## src/rtl/hc595_pkg.sv

```systemverilog
// hc595_pkg: shared constants, control-state type and state-decode helper
// for the SN74HC595 three-wire link receiver (hc595_serial_rx).
//
// Contents:
//   HC595_WIDTH_DEFAULT  default frame length in bits
//   HC595_CNT_MAX        saturation value of the shift counter
//   hc595_rx_state_t     control state (IDLE, SHIFTING, FULL, OVERRUN)
//   hc595_state_of()     maps a shift count to its control state
package hc595_pkg;

    localparam int          HC595_WIDTH_DEFAULT = 8;
    localparam logic [7:0]  HC595_CNT_MAX       = 8'd255;

    typedef enum logic [1:0] {
        IDLE     = 2'd0,
        SHIFTING = 2'd1,
        FULL     = 2'd2,
        OVERRUN  = 2'd3
    } hc595_rx_state_t;

    // State is a pure function of the shift count, so the FSM can never
    // disagree with o_shift_cnt.
    function automatic hc595_rx_state_t hc595_state_of(input logic [7:0] cnt,
                                                       input logic [7:0] width);
        hc595_rx_state_t st;
        if (cnt == 8'd0) begin
            st = IDLE;
        end else if (cnt < width) begin
            st = SHIFTING;
        end else if (cnt == width) begin
            st = FULL;
        end else begin
            st = OVERRUN;
        end
        return st;
    endfunction

endpackage

```

## src/rtl/hc595_rx_cond.sv

```systemverilog
// hc595_rx_cond: conditions one asynchronous wire of the HC595 link.
// A SYNC_STAGES-deep synchronizer is optionally followed by a glitch filter
// (compiled in with HC595_RX_GLITCH_FILTER_EN, needing FILT_CYCLES equal
// samples to change), then a registered rising-edge detector.
//
// Ports:
//   clk    system clock
//   rst    asynchronous active-high reset
//   din    raw pin level, asynchronous to clk
//   level  conditioned level, delayed one cycle so it lines up with rise
//   rise   one-cycle pulse on a conditioned rising edge
module hc595_rx_cond
    import hc595_pkg::*;
#(
    parameter int SYNC_STAGES = 2,
    parameter int FILT_CYCLES = 3
) (
    input  logic clk,
    input  logic rst,
    input  logic din,
    output logic level,
    output logic rise
);

    if (SYNC_STAGES < 2 || FILT_CYCLES < 1) begin : g_param_err
        $error("hc595_rx_cond: SYNC_STAGES must be >= 2 and FILT_CYCLES >= 1");
    end

    logic [SYNC_STAGES-1:0] sync_q, sync_d;
    logic                   cond_s;
    logic                   level_q, level_d;
    logic                   rise_q, rise_d;

    // Synchronizer shift chain: next value of every stage.
    always_comb begin
        sync_d = {sync_q[SYNC_STAGES-2:0], din};
    end

    // Synchronizer flops.
    always_ff @(posedge clk or posedge rst) begin
        if (rst) begin
            sync_q <= '0;
        end else begin
            sync_q <= sync_d;
        end
    end

`ifdef HC595_RX_GLITCH_FILTER_EN
    localparam int CW = (FILT_CYCLES > 1) ? $clog2(FILT_CYCLES) : 1;

    logic          filt_q, filt_d;
    logic [CW-1:0] fcnt_q, fcnt_d;

    // Glitch filter: count consecutive samples that disagree with the
    // filtered level; flip only on the FILT_CYCLES-th one.
    always_comb begin
        filt_d = filt_q;
        fcnt_d = '0;
        if (sync_q[SYNC_STAGES-1] != filt_q) begin
            if (fcnt_q == CW'(FILT_CYCLES - 1)) begin
                filt_d = sync_q[SYNC_STAGES-1];
                fcnt_d = '0;
            end else begin
                fcnt_d = fcnt_q + CW'(1);
            end
        end else begin
            fcnt_d = '0;
        end
    end

    // Glitch filter state flops.
    always_ff @(posedge clk or posedge rst) begin
        if (rst) begin
            filt_q <= 1'b0;
            fcnt_q <= '0;
        end else begin
            filt_q <= filt_d;
            fcnt_q <= fcnt_d;
        end
    end

    assign cond_s = filt_q;
`else
    assign cond_s = sync_q[SYNC_STAGES-1];
`endif

    // Edge detector: rise is registered, and level is the matching delayed
    // copy, so data sampled on rise is the value present at the pin edge.
    always_comb begin
        level_d = cond_s;
        rise_d  = cond_s & ~level_q;
    end

    // Edge detector flops.
    always_ff @(posedge clk or posedge rst) begin
        if (rst) begin
            level_q <= 1'b0;
            rise_q  <= 1'b0;
        end else begin
            level_q <= level_d;
            rise_q  <= rise_d;
        end
    end

    assign level = level_q;
    assign rise  = rise_q;

endmodule

```

## src/rtl/hc595_serial_rx.sv

```systemverilog
// hc595_serial_rx: receiver for the three-wire SN74HC595 link. Conditions
// the data, shift-clock and storage-clock wires, deserializes frames and
// presents the latched frame with a one-cycle valid strobe.
// Optional glitch filter: define HC595_RX_GLITCH_FILTER_EN.
//
// Ports:
//   clk, rst                  system clock, async active-high reset
//   SN74HC595_data            serial data pin
//   SN74HC595_data_clk        shift clock pin (rising edge shifts)
//   SN74HC595_refresh_clk     storage clock pin (rising edge latches)
//   o_buf                     latched frame, MSB = first bit shifted in
//   o_valid                   one-cycle pulse when o_buf updates
//   o_frame_err               pulse with o_valid when count != WIDTH
//   o_shift_cnt               bits shifted since last latch, saturating
//   o_qh                      cascade output (shift register MSB)
module hc595_serial_rx
    import hc595_pkg::*;
#(
    parameter int WIDTH       = HC595_WIDTH_DEFAULT,
    parameter int SYNC_STAGES = 2,
    parameter int FILT_CYCLES = 3
) (
    input  logic             clk,
    input  logic             rst,
    input  logic             SN74HC595_data,
    input  logic             SN74HC595_data_clk,
    input  logic             SN74HC595_refresh_clk,
    output logic [WIDTH-1:0] o_buf,
    output logic             o_valid,
    output logic             o_frame_err,
    output logic [7:0]       o_shift_cnt,
    output logic             o_qh
);

    localparam logic [7:0] WIDTH_CNT = 8'(WIDTH);

    logic data_s, shift_p_s, latch_p_s;
    logic data_rise_unused_s, shift_level_unused_s, latch_level_unused_s;

    hc595_rx_cond #(.SYNC_STAGES(SYNC_STAGES), .FILT_CYCLES(FILT_CYCLES)) u_cond_data (
        .clk(clk), .rst(rst), .din(SN74HC595_data),
        .level(data_s), .rise(data_rise_unused_s)
    );

    hc595_rx_cond #(.SYNC_STAGES(SYNC_STAGES), .FILT_CYCLES(FILT_CYCLES)) u_cond_shift (
        .clk(clk), .rst(rst), .din(SN74HC595_data_clk),
        .level(shift_level_unused_s), .rise(shift_p_s)
    );

    hc595_rx_cond #(.SYNC_STAGES(SYNC_STAGES), .FILT_CYCLES(FILT_CYCLES)) u_cond_latch (
        .clk(clk), .rst(rst), .din(SN74HC595_refresh_clk),
        .level(latch_level_unused_s), .rise(latch_p_s)
    );

    logic [WIDTH-1:0] sr_q, sr_d;
    logic [WIDTH-1:0] buf_q, buf_d;
    logic             valid_q, valid_d;
    logic             err_q, err_d;
    logic [7:0]       cnt_q, cnt_d;
    hc595_rx_state_t  state_q, state_d;

    // Frame datapath and control. On a simultaneous shift and latch the
    // storage register takes the pre-shift contents and the error check
    // uses the pre-increment state, like the real part.
    always_comb begin
        sr_d    = sr_q;
        buf_d   = buf_q;
        valid_d = 1'b0;
        err_d   = 1'b0;
        cnt_d   = cnt_q;

        if (latch_p_s) begin
            buf_d   = sr_q;
            valid_d = 1'b1;
            err_d   = (state_q != FULL);
        end else begin
            buf_d   = buf_q;
        end

        if (shift_p_s) begin
            sr_d = {sr_q[WIDTH-2:0], data_s};
            if (latch_p_s) begin
                cnt_d = 8'd1;
            end else if (cnt_q != HC595_CNT_MAX) begin
                cnt_d = cnt_q + 8'd1;
            end else begin
                cnt_d = cnt_q;
            end
        end else if (latch_p_s) begin
            cnt_d = 8'd0;
        end else begin
            cnt_d = cnt_q;
        end

        state_d = hc595_state_of(cnt_d, WIDTH_CNT);
    end

    // Frame and output registers.
    always_ff @(posedge clk or posedge rst) begin
        if (rst) begin
            sr_q    <= '0;
            buf_q   <= '0;
            valid_q <= 1'b0;
            err_q   <= 1'b0;
            cnt_q   <= 8'd0;
            state_q <= IDLE;
        end else begin
            sr_q    <= sr_d;
            buf_q   <= buf_d;
            valid_q <= valid_d;
            err_q   <= err_d;
            cnt_q   <= cnt_d;
            state_q <= state_d;
        end
    end

    assign o_buf       = buf_q;
    assign o_valid     = valid_q;
    assign o_frame_err = err_q;
    assign o_shift_cnt = cnt_q;
    assign o_qh        = sr_q[WIDTH-1];

endmodule

```

## config.mk

```make
export PLATFORM = sky130hd
export DESIGN_NAME = hc595_serial_rx
export DESIGN_NICKNAME = d
export VERILOG_FILES = /design/src/rtl/hc595_pkg.sv /design/src/rtl/hc595_rx_cond.sv /design/src/rtl/hc595_serial_rx.sv
export SDC_FILE = /design/constraint.sdc
export NUM_CORES = 1
export LEC_CHECK = 0
export BUFFER_PORTS_ARGS = -buffer_cell sky130_fd_sc_hd__buf_4
export CORE_MARGIN = 4
export CORE_UTILIZATION = 54
export CTS_CLUSTER_DIAMETER = 50
export CTS_CLUSTER_SIZE = 8
export DETAILED_ROUTE_END_ITERATION = 8
export PLACE_DENSITY = 0.76
export SYNTH_ARGS = -nofsm -noshare
export SYNTH_HDL_FRONTEND = slang
export SYNTH_SLANG_ARGS = --single-unit
```

## constraint.sdc

```tcl
create_clock -name clk -period 2.4 [get_ports clk]
set_input_delay 0.12 -clock clk [delete_from_list [all_inputs] [get_ports clk]]
set_output_delay 0.12 -clock clk [all_outputs]
set_load 0.1 [all_outputs]
```

Yosys cells after proc, flatten, opt, wreduce, memory -nomap -nowiden
Index checks and enable logic that the tools add are counted.

Bits in registers: 39. Input bits: 5. Output and inout port bits: 19. Logic and storage cells: 33.

$add $sub $neg: 1. Magnitude comparators: 1. Eq/ne operators: 3. Mux-type cells: 9. Bitwise logic cells: 4. Reduce and logical (&&, ||, !) cells: 1.

Operator list (count): 8-bit two-way mux (4); 8-bit by 1-bit adder with 8-bit output (second input constant) (1); 8-bit by 4-bit equality test with 1-bit output (second input constant) (1); 8-bit zero test (1); 8-bit by 4-bit less-than comparator with 1-bit output (second input constant) (1); 8-bit != test (second input constant) (1); 2-bit two-way mux (2); 1-bit two-way mux (3); 1-bit bitwise AND (2); 2-bit != test (second input constant) (1); 1-bit NOT (2).

Depth between registers and ports, before layout
Depth after elaboration: 8. Gate-level depth with buffers: 6.

Cells and area by module
From an unflattened synthesis, not the netlist that was laid out.

Cell total of the unflattened synthesis: 116. Area, all modules: 1584.0 µm².

By module, submodules not included: hc595_serial_rx (instances 1, cells each 98, area an instance 1231.2 µm², sequential area each 700.7 µm²); hc595_rx_cond (instances 3, cells each 6, area an instance 117.6 µm², sequential area each 100.1 µm²).

Least setup slack after synthesis
Ideal clock, no wire load.

Path type: register -> register. Start point: reg cnt_q[0], in the netlist o_shift_cnt[0]. End point: reg state_q[1]. Library setup time: 0.071 ns. Arrival: 2.261 ns. Data required time: 2.329 ns. Slack: 0.068 ns. Stages on the path, launching flop included: 6. Path buffers: 0. Clock period less this slack: 2.332 ns. Path through: dfrtp_1 > ha_1 > nand4_1 > o2111a_1 > or3_1 > nand4_1.

Cells in the longest elaborated chain, start to end: 7. Elaborated cells between the ends (all ways): 10.

Ends and longest elaborated chain: start: declaration (RTL line hc595_serial_rx.sv:59) `logic [7:0] cnt_q, cnt_d;`; start signal: assignment (RTL line hc595_serial_rx.sv:112) `cnt_q <= cnt_d;`; 8-bit by 1-bit adder with 8-bit output or 8-bit != test (tied branches) (RTL line hc595_serial_rx.sv:85, hc595_serial_rx.sv:84); 8-bit two-way mux (RTL line hc595_serial_rx.sv:84) `end else if (cnt_q != HC595_CNT_MAX) begin`; 8-bit two-way mux (RTL line hc595_serial_rx.sv:82) `if (latch_p_s) begin`; 8-bit two-way mux (*) (RTL line hc595_serial_rx.sv:80) `if (shift_p_s) begin`; 8-bit by 4-bit less-than comparator with 1-bit output (RTL line hc595_pkg.sv:28) `end else if (cnt < width) begin`; 2-bit two-way mux (RTL line hc595_pkg.sv:28); 2-bit two-way mux (*) (RTL line hc595_pkg.sv:26) `if (cnt == 8'd0) begin`; via state_d[1] (RTL line hc595_serial_rx.sv:60) `hc595_rx_state_t state_q, state_d;`; end signal: assignment (RTL line hc595_serial_rx.sv:113) `state_q <= state_d;`; end: declaration (RTL line hc595_serial_rx.sv:60).

The timed path passes the listed nets; every way through them passes the cells marked *. A chain may end at the register's enable or synchronous reset.

Worst setup path after layout
Start point: reg cnt_q[0], in the netlist o_shift_cnt[0]. End point: reg state_q[0].

Cells in the longest elaborated chain, start to end: 8. Elaborated cells between the ends (all ways): 12.

Ends and longest elaborated chain (RTL line): 8-bit by 1-bit adder with 8-bit output or 8-bit != test (tied branches) (hc595_serial_rx.sv:85, hc595_serial_rx.sv:84); 8-bit two-way mux (hc595_serial_rx.sv:84); 8-bit two-way mux (hc595_serial_rx.sv:82); 8-bit two-way mux (*) (hc595_serial_rx.sv:80); parallel branches: the longest is 3 deep, another holds 8-bit by 4-bit less-than comparator with 1-bit output; 2-bit two-way mux (*) (hc595_pkg.sv:26); via state_d[0] (hc595_serial_rx.sv:60).

Mark *: on every way through the listed nets, which the timed path passes.

==> run metrics <==
status finished clean; PostCTS Resize Cnt 0; die height a little over 60 um; Fmax between 0.5 and 0.6 GHz; Static Leakage just over 0.9 nW; synthesized area around 1600 um2; Yosys top cell area share a little over three fifths; Critical path buffers and inverters 0; fin. max-slew vios 0; Vias/cell 5.65; fraction of registers with async set/reset between 90% and 100%; die area 3790 um2; Post-CTS Setup Bufs 0; critical path class reg -> reg; CTS Buffer Depth 2; Root Driver clkbuf_4; wire length on met2 1220 um; Critical Path, Cell by Cell ha_1 > and4_1 > a2111o_1 > a221oi_2 > nand4_1; Detailed Place HPWL between 1500 and 2000 um; DR iter-0 viols 46; port bufs 23; Starting Density between 50% and 60%; Netlist cell types 32; Sink Count 39; Core Area about 2800 um2; Antenna Cells 0; clock-pin slew on the worst setup and hold paths 110 ps; max cap viols 0; Clock Skew about 9 ps; Die W about 60 um; post-layout util approximately two thirds; WP data arrival 2070 ps; Synth Flop Type dfrtp_1; Ports 24; first-pass GRT wire length between 4000 and 5000 um; crit end category register; crit-path max FO 7; RSZ-0062 raised after global routing no; RePlAce Congestion approximately 0.93; gr usage total between 15 and 20%; Via Count slightly below 1,000; Post-synth EDFFs 0; Hold Vio Cnt, Final 0; NumNets Final 150; startpoint type of the worst setup path register; family with the most delay on the worst path compound AO/OA/AOI/OAI gates; post-route met1 wirelength between 1000 and 1500 um; Crit path largest cell delay between 400 and 500 ps; largest net degree at the start of global routing 40; area leader, netlist dfrtp_1; number of global-route vias before repair roughly 950; Hold Path Class reg -> reg; layout cells sized above 1 around a third; CTS H-tree depth 2; Area growth, synth to finish 20.7%; Skew-Pair Late Insertion Delay approximately 340 ps; register area share after synthesis between 60 and 70%; Yosys reg bits 39; Syn Area/Cell ~13 um2; worst-margin pin slew between 600 and 700 ps; fin crit share between 70% and 80%; Synth area leaders dfrtp_1 63%, mux2_2 12%, nand4_1 2.4%; final antenna-violating net count 0; Post-Syn Instances 115; max_slew headroom roughly three fifths; WL met3 around 180 um; Worst VDD drop around 1.4 mV; DRC Markers 0; Critical Path RT 2610 ps; initial antenna violation count 0; CTS Buf Count 5; P per Cell Area between 1000 and 1500 nW/um2; first-pass detailed-route iteration total 4; crit path max-delay cell type dfrtp_1; total gr overflow 0; Mapped Nets ~120; FP Rows 19; final setup vio count 0; setup TNS 0 ps; YS warnings 0; DR top layer met4; Routed WL per cell roughly 14 um; final worst path period need 1860 ps; Routed WL approximately 2500 um; CTS tree done
synth_stat cells (2+ instances only):
cell	number
nor2_1	2
a21oi_1	3
a21o_1	2
nor2b_1	4
inv_1	7
dfrtp_1	39
nand4_1	6
buf_6	2
and3_1	2
mux2_2	16
nand3_1	4
nand2_1	2
o2111a_1	2
o211ai_1	2
o21ai_0	3
clkbuf_1	3
through the flow:
step / std cells / power (mW) / setup WS (ps) / cell area (um2) / hold slack, ps
3_5_place_dp: 164 / 1.74 / 550 / 1730 / 230
2_1_floorplan: 115 / 1.57 / 68.4 / 1550 / 151
4_1_cts: 176 / 2.28 / 529 / 1870 / 363
3_3_place_gp: 164 / 1.73 / 606 / 1730 / 230
5_1_grt: 176 / 2.36 / 398 / 1870 / 368
6_report: 176 / 2.26 / 538 / 1870 / 359
placed cells by master (no fill, tap or decap), types with 2 or more instances in the layout:
| cell type | Yosys | layout |
|---|---|---|
| a21o_1 | 2 | 2 |
| a21oi_1 | 3 | 3 |
| and3_1 | 2 | 2 |
| buf_4 | 0 | 24 |
| bufinv_16 | 0 | 2 |
| clkbuf_4 | 0 | 5 |
| dfrtp_1 | 39 | 39 |
| dlygate4sd3_1 | 0 | 4 |
| inv_1 | 7 | 7 |
| mux2_2 | 16 | 16 |
| nand2_1 | 2 | 2 |
| nand3_1 | 4 | 4 |
| nand4_1 | 6 | 6 |
| nor2_1 | 2 | 2 |
| nor2b_1 | 4 | 4 |
| o2111a_1 | 2 | 2 |
| o211ai_1 | 2 | 2 |
| o21ai_0 | 3 | 3 |
registers in the layout, summed over array words and instances (netlist names), 2 cells and up:
name and flops:
u_cond_latch.sync_q 2, o_buf 8, o_shift_cnt 8, u_cond_shift.sync_q 2
sr_q 8, state_q 2, u_cond_data.sync_q 2
layout make-up:
cell class / count / area, um2
Fill cell: 204 / 886
Sequential cell: 39 / 976
Timing Repair Buffer: 28 / 220
Clock buffer: 6 / 41.3
Multi-Input combinational cell: 63 / 509
Inverter: 7 / 26.3
Clock inverter: 2 / 60.1
Tap cell: 31 / 38.8
worst paths after layout:
check / from / to / slack [ps] / cells past startpoint
setup / recovery: o_shift_cnt[0] / state_q[0] / 540 / 5
hold / removal: u_cond_data.sync_q[1] / u_cond_data.level / 360 / 0
setup reg to reg: o_shift_cnt[0] / state_q[0] / 540 / 5
hold reg to reg: u_cond_data.sync_q[1] / u_cond_data.level / 360 / 0
max in group asynchronous: rst / o_valid / 1640 / 4
min in group asynchronous: rst / sr_q[3] / 440 / 4
metal layers:
metal  vias to the layer above  GRT usage (%)
met5                         -              0
met4                         0           10.3
met3                         8           5.87
met2                        40           23.8
met1                       478           21.9
li1                        469              -
cell families after synthesis:
group                      after synthesis  share of synthesized area (%)
DFF                                     39                           63.0
and+or+nand+nor                         25                           9.61
AOI/OAI and AO/OA                       20                           10.2
muxes                                   16                           11.6
buffers and inverters                   13                           4.20
xor gates and xnor gates                 1                          0.565
adders and majority gates                1                          0.807
power by group:
| group | switching, mW | leakage [nW] | internal (mW) |
|---|---|---|---|
| combinational | 0.648 | 0.378 | 0.208 |
| clock | 0.207 | 0.0525 | 0.325 |
| sequential | 0.0851 | 0.484 | 0.788 |
| total | 0.940 | 0.914 | 1.32 |
repair_timing:
| action | CTS | global route |
|---|---|---|
| endpoints found under the hold margin | 42 | 0 |
| endpoints found under the setup margin | 0 | 0 |
| hold buffers | 4 | 0 |
Note: power is estimated with default switching activity, not from simulation.
